[config.mk]
export PLATFORM = sky130hd
export DESIGN_NAME = load_store_unit
export DESIGN_NICKNAME = d
export VERILOG_FILES = /design/src/rtl/load_store_unit.sv
export SDC_FILE = /design/constraint.sdc
export NUM_CORES = 1
export LEC_CHECK = 0
export CORE_MARGIN = 10
export CORE_UTILIZATION = 50
export CTS_CLUSTER_DIAMETER = 40
export DETAILED_ROUTE_END_ITERATION = 10
export DONT_BUFFER_PORTS = 1
export PLACE_DENSITY = 0.65
export SLEW_MARGIN = 20
export SYNTH_ARGS = -nofsm -noshare
export SYNTH_HDL_FRONTEND = slang
export SYNTH_SLANG_ARGS = --single-unit
[constraint.sdc]
create_clock -name clk -period 1.9 [get_ports clk]
set_clock_uncertainty 0.05 [all_clocks]
set_input_delay 0.38 -clock clk [delete_from_list [all_inputs] [get_ports clk]]
set_output_delay 0.38 -clock clk [all_outputs]
set_load 0.02 [all_outputs]
[src/rtl/load_store_unit.sv]
// load_store_unit: single-outstanding load/store bus adapter with lane steering and load extension
module load_store_unit (
    input  logic        clk,
    input  logic        rst_n,
    input  logic        memRead,
    input  logic        memWrite,
    input  logic [1:0]  WL,
    input  logic        extendSign,
    input  logic [31:0] addr,
    input  logic [31:0] wdata,
    output logic [31:0] rdata,
    output logic        stall,
    output logic        misalign,
    output logic        memReq,
    output logic        memWe,
    output logic [31:0] memAddr,
    output logic [3:0]  memBe,
    output logic [31:0] memWdata,
    input  logic [31:0] memRdata,
    input  logic        memAck
);
    typedef enum logic [1:0] {IDLE, REQ, DONE} state_t;
    state_t state, state_nx;
    logic [1:0] lo_q, wl_q;
    logic sext_q, we_q;
    logic access, aligned, start;
    logic [3:0] be;
    logic [31:0] wd, ld;
    logic [7:0] b;
    logic [15:0] h;
    always_comb begin
        access = memRead | memWrite;
        aligned = (WL == 2'd0) || (WL == 2'd1 && !addr[0]) || (WL[1] && addr[1:0] == 2'd0);
        start = state == IDLE && access && aligned;
        state_nx = state == IDLE ? (start ? REQ : IDLE) :
                   state == REQ  ? (memAck ? DONE : REQ) : IDLE;
        stall = start || state == REQ;
        memReq = state == REQ;
        memWe = state == REQ && we_q;
        be = !memWrite ? 4'hf :
             WL == 2'd0 ? 4'b0001 << addr[1:0] :
             WL == 2'd1 ? (addr[1] ? 4'b1100 : 4'b0011) : 4'hf;
        wd = WL == 2'd0 ? {4{wdata[7:0]}} : WL == 2'd1 ? {2{wdata[15:0]}} : wdata;
        b = 8'(memRdata >> {lo_q, 3'b000});
        h = 16'(memRdata >> {lo_q[1], 4'b0000});
        ld = wl_q == 2'd0 ? {{24{sext_q & b[7]}}, b} :
             wl_q == 2'd1 ? {{16{sext_q & h[15]}}, h} : memRdata;
    end
    always_ff @(posedge clk) begin
        if (!rst_n) begin
            state <= IDLE;
            misalign <= 1'b0;
            rdata <= '0;
            memAddr <= '0;
            memBe <= '0;
            memWdata <= '0;
            lo_q <= '0;
            wl_q <= '0;
            sext_q <= 1'b0;
            we_q <= 1'b0;
        end else begin
            state <= state_nx;
            misalign <= state == IDLE && access && !aligned;
            // bus outputs are captured once and held for the whole REQ phase
            if (start) begin
                memAddr <= {addr[31:2], 2'b00};
                memBe <= be;
                memWdata <= wd;
                lo_q <= addr[1:0];
                wl_q <= WL;
                sext_q <= extendSign;
                we_q <= memWrite;
            end
            if (state == REQ && memAck && !we_q)
                rdata <= ld;
        end
    end
endmodule

---- After elaboration in Yosys (flattened, before gate mapping) ----
Cells that the tools add are included.
operators by class
  eq/ne operators ......................... 3
  shifts and indexed selects .............. 3
  muxes and demuxes ....................... 12
  bitwise logic cells ..................... 3
  reductions and logical operators ........ 18
operators by type and width
  kind                                                                    number
  32-bit two-way mux                                                      4
  32-bit by 5-bit right shift with 16-bit output                          1
  32-bit by 5-bit right shift with 8-bit output                           1
  4-bit two-way mux                                                       4
  1-bit logical AND                                                       8
  2-bit logical NOT                                                       4
  2-bit by 1-bit equality test with 1-bit output (second input constant)  3
  2-bit two-way mux                                                       3
  1-bit by 2-bit left shift with 4-bit output (first input constant)      1
  1-bit logical NOT                                                       3
  1-bit logical OR                                                        3
  1-bit AND                                                               2
  1-bit two-way mux                                                       1
  1-bit OR                                                                1
storage, ports and cells
  flip-flop bits (word level) ............. 107
  output and inout port bits .............. 104
  logic and storage cells ................. 49

---- Depth between registers and ports, before layout ----
  word-level depth ........................ 7
  gate-level depth with buffers ........... 7
  gate-level depth less buffers ........... 5

---- Least setup slack after synthesis ----
OpenSTA, ideal clock, no wires.
  path type ............................... input-to-output
  from .................................... input WL[1]
  to ...................................... output stall
  arrival time ............................ 1.258 ns
  data required time ...................... 1.470 ns
  path slack .............................. 0.212 ns
  stages on the path ...................... 5
  path buffers ............................ 2
  cells stage by stage .................... buf_4 -> o21ai_2 -> o2111ai_2 -> clkbuf_1 -> nand2_1
between the ends
  longest elaborated chain between the ends .. 6
RTL lines
  element                                         RTL line  source
  start, declared                                 7         input logic [1:0] WL,
  2-bit by 1-bit equality test with 1-bit output  33        aligned = (WL == 2'd0) || (WL == 2'd1 && !addr[0]) || (WL[1] && addr[1:0] == 2'd0);
  1-bit logical AND                               33
  1-bit logical OR                                33
  1-bit logical OR (*)                            33
  1-bit logical AND (*)                           34        start = state == IDLE && access && aligned;
  1-bit logical OR (*)                            37        stall = start || state == REQ;
  end, declared                                   12        output logic stall,
Every way passes the cells marked *; elsewhere a longest branch is shown, timed or not.

---- Worst setup path in the final report ----
  from .................................... register state[1]
  to ...................................... output memWe
between the ends
  longest elaborated chain between the ends .. 2
RTL lines
  element                                         RTL line  source
  start, declared                                 23        state_t state, state_nx;
  start signal, assigned                          62        state <= state_nx;
  2-bit by 1-bit equality test with 1-bit output  39        memWe = state == REQ && we_q;
  1-bit logical AND                               39
  end, declared                                   15        output logic memWe,
Every way passes these cells.

==> flow_summary.json <==
{
  "report.final.hold_viol_count": 0,
  "synth.area.top_cells": "sky130_fd_sc_hd__dfxtp_1, sky130_fd_sc_hd__nand3_1, sky130_fd_sc_hd__nand2_1",
  "ys.flop_type": "sky130_fd_sc_hd__dfxtp_1",
  "post_synth_num_cell_types": 47,
  "cts.path.max_buffers": 2,
  "number_of_global_route_vias_before_repair": 4006,
  "arrival_ns": 1.35,
  "wl_per_cell_um": 21.4,
  "timing.critical_path.cells": "nand2b_4 -> inv_1 -> buf_4 -> and2_2",
  "max-vdd-ir-drop_mv": 0.377,
  "pwr-share-seq_pct": 58.5,
  "drv_slew": 0,
  "post-route-drc-count": 0,
  "layout-drive-gt1-share_pct": 9.86,
  "worst_slew_margin_rel_pct": 62.9,
  "min_path_type": "in -> reg",
  "post_layout_nonfiller_instances": 691,
  "endpoint_kind": "output port",
  "antenna_cells": 0,
  "setup_viol": 0,
  "crit_fanout": 4,
  "power.density_cell_area_nw_per_um2": 906,
  "netlist_area_before_placement_sq_um": 4950,
  "fp-row-count": 36,
  "multiInputGateArea_sq_um": 2510,
  "track_usage_pct": 19.5,
  "wirelength_mm": 14.8,
  "initialDrtViolationCount": 412,
  "synth_top_cell_area_share_pct": 43.3,
  "grt_ovf": 0,
  "dp_hpwl_mm": 10.6,
  "nFillCells": 949,
  "area_growth_syn_to_layout_pct": 4.42,
  "floorplan.die_area_sq_um": 14300,
  "cts_tree": "done",
  "fp.coreArea_sq_um": 9730,
  "yosys.area.top_type": "sky130_fd_sc_hd__dfxtp_1",
  "power.combinational.fraction_pct": 13.1,
  "max_cap_viol_count": 0,
  "run_status": "complete, no violations",
  "drtAntennaViolNets": 0,
  "clock.fmax_ghz": 0.561,
  "netlist_top_cells_count": "sky130_fd_sc_hd__nand2_1, sky130_fd_sc_hd__dfxtp_1, sky130_fd_sc_hd__nand3_1, sky130_fd_sc_hd__o21ai_0, sky130_fd_sc_hd__mux2i_1",
  "timing.final.crit_share_pct": 93.9,
  "number_of_cells_in_the_design_after_placement": 675,
  "final-seq-area_sq_um": 2140,
  "post_cts.repair.setup_buffers": 0,
  "clock_power_share_pct": 28.4,
  "fp.dieW_um": 120,
  "die_h_um": 120,
  "p_int_mw": 3.22,
  "setup-tns-final_ns": 0,
  "synth_most_common_cell": "sky130_fd_sc_hd__nand2_1",
  "syn-mean-instance-area_sq_um": 8.49,
  "cp.required_ns": 1.47,
  "port_buffers": 0,
  "worst-slew-pin-transition_ns": 0.557,
  "switching_portion_of_total_power_pct": 31.2,
  "cts-buffers-inserted": 9,
  "clock_sinks": 107,
  "drt_first_pass_iters": 5,
  "synthCells": 583,
  "avgViaCountPerCell": 6.09,
  "p_sw_mw": 1.46,
  "global_route_wire_length_before_repair_mm": 22.9,
  "ioPinCount": 208,
  "cellLeakagePower_nw": 2.16,
  "vias": 4211,
  "synth-edff-count": 0,
  "ys_seq_area_share_pct": 43.3,
  "layout_nets": 657,
  "yosys_register_bits": 107,
  "period_needed_ns": 1.78,
  "path_clk_slew_ns": 0.10,
  "worstSkewPairLatency_ns": 0.37,
  "antenna_violations_before_repair": 0,
  "cpPeakStageDelay_ns": 0.36,
  "asyncSetResetFlopFracSynth_pct": 0,
  "cts-htree-levels": 3,
  "clock-root-buffer": "sky130_fd_sc_hd__clkbuf_8",
  "place_congestion": 0.822,
  "critical_path.slowest_cell": "sky130_fd_sc_hd__dfxtp_1",
  "setup_repair_after_global_routing_missed_its_margin": "no",
  "setup.worst_path.class": "reg -> out",
  "floorplan.initialDensity_pct": 50.9,
  "largest_net_degree_at_the_start_of_global_routing": 153,
  "worst_setup_path_start_kind": "flip-flop",
  "synth.yosys.warnings": 0
}
## flip-flops by register name, summed over array words and instances, names as in the netlist
register and flops:
we_q 1, sext_q 1, lo_q 2, state 2, rdata 32, misalign 1
wl_q 2, memAddr 30, memWdata 32, memBe 4
## metrics by stage
| stage | instance area, sq um | hold WS (ns) | setup slack (ns) | total power, mW | utilization [%] |
|---|---|---|---|---|---|
| after detailed placement | 4980 | 0.441 | 0.237 | 3.41 | 51.2 |
| after floorplan | 4950 | 0.407 | 0.212 | 3.30 | - |
| after global placement | 4980 | 0.428 | 0.289 | 3.39 | 51.2 |
| after global routing | 5170 | 0.0704 | 0.0379 | 4.91 | 53.1 |
| final | 5170 | 0.0836 | 0.116 | 4.69 | 53.1 |
| after CTS | 5170 | 0.0618 | 0.0544 | 4.74 | 53.1 |
## worst max-delay path, delay by kind of cell, from the launching register on
kind / cells / cell delay, ns
buffers and inverters: 2 / 0.22
DFF: 1 / 0.36
and+or+nand+nor: 2 / 0.40
## logic make-up (layout without fill, tap and decap cells)
logic type	count (synthesis)	after routing	synth area share (%)
flip-flops	107	107	43.3
buffers and inverters	61	35	6.49
AO/OA/AOI/OAI	145	145	21.5
other	1	2	0.0757
AND/OR/NAND/NOR	235	235	21.5
multiplexers	34	34	7.13
## final timing paths
kind | start | end | slack (ns) | depth (start not counted)
setup reg to reg | wl_q[1]$_SDFFE_PN0P_ | rdata[1]$_SDFFE_PN0P_ | 0.24 | 5
hold / removal | addr[29] | memAddr[29]$_SDFFE_PN0P_ | 0.08 | 2
setup / recovery | state[1]$_SDFF_PP0_ | memWe | 0.12 | 4
hold reg to reg | we_q$_SDFFE_PN0P_ | we_q$_SDFFE_PN0P_ | 0.46 | 2
## timing repair
action                                  in CTS  in global routing
endpoints found under the setup margin       0                  1
gates resized for setup                      0                  2
endpoints found under the hold margin        0                  0
hold buffers                                 0                  0
## area by class of cell
class	instances	share of cell area [%]
Clock inverter	5	0.726
Sequential cell	107	41.4
Tap cell	133	3.22
Timing Repair Buffer	15	2.90
Clock buffer	11	2.93
Inverter	4	0.290
Multi-Input combinational cell	416	48.5
## power groups by stage
| stage | clock network (mW) | logic (mW) | registers, mW |
|---|---|---|---|
| after detailed placement | 0 | 0.612 | 2.80 |
| after floorplan | 0 | 0.568 | 2.74 |
| after CTS | 1.38 | 0.613 | 2.75 |
| after global placement | 0 | 0.593 | 2.79 |
| final | 1.33 | 0.613 | 2.74 |
| after global routing | 1.45 | 0.688 | 2.76 |
## routing by layer
layer | GRT usage [%] | share of wire, % | vias up
li1 | - | - | 2012
met1 | 23.4 | 38 | 1941
met2 | 29.6 | 46 | 239
met3 | 9.33 | 14 | 19
met4 | 7.62 | 1.9 | 0
met5 | 0 | 0 | -
## layout by cell type (no fill, tap or decap), drive strengths merged, types with 2 or more instances in the layout
cell      count
a2111oi       7
a21boi        8
a21oi        19
a31oi        10
a32o          7
a32oi         7
buf          15
clkbuf       11
clkinv        3
clkinvlp      2
conb          2
dfxtp       107
inv           4
mux2i        33
nand2       111
nand2b        2
nand3        98
nor2         13
nor2b         4
o211a        19
o211ai        4
o21ai        51
o22ai         7
(Power assumes the default switching activity.)
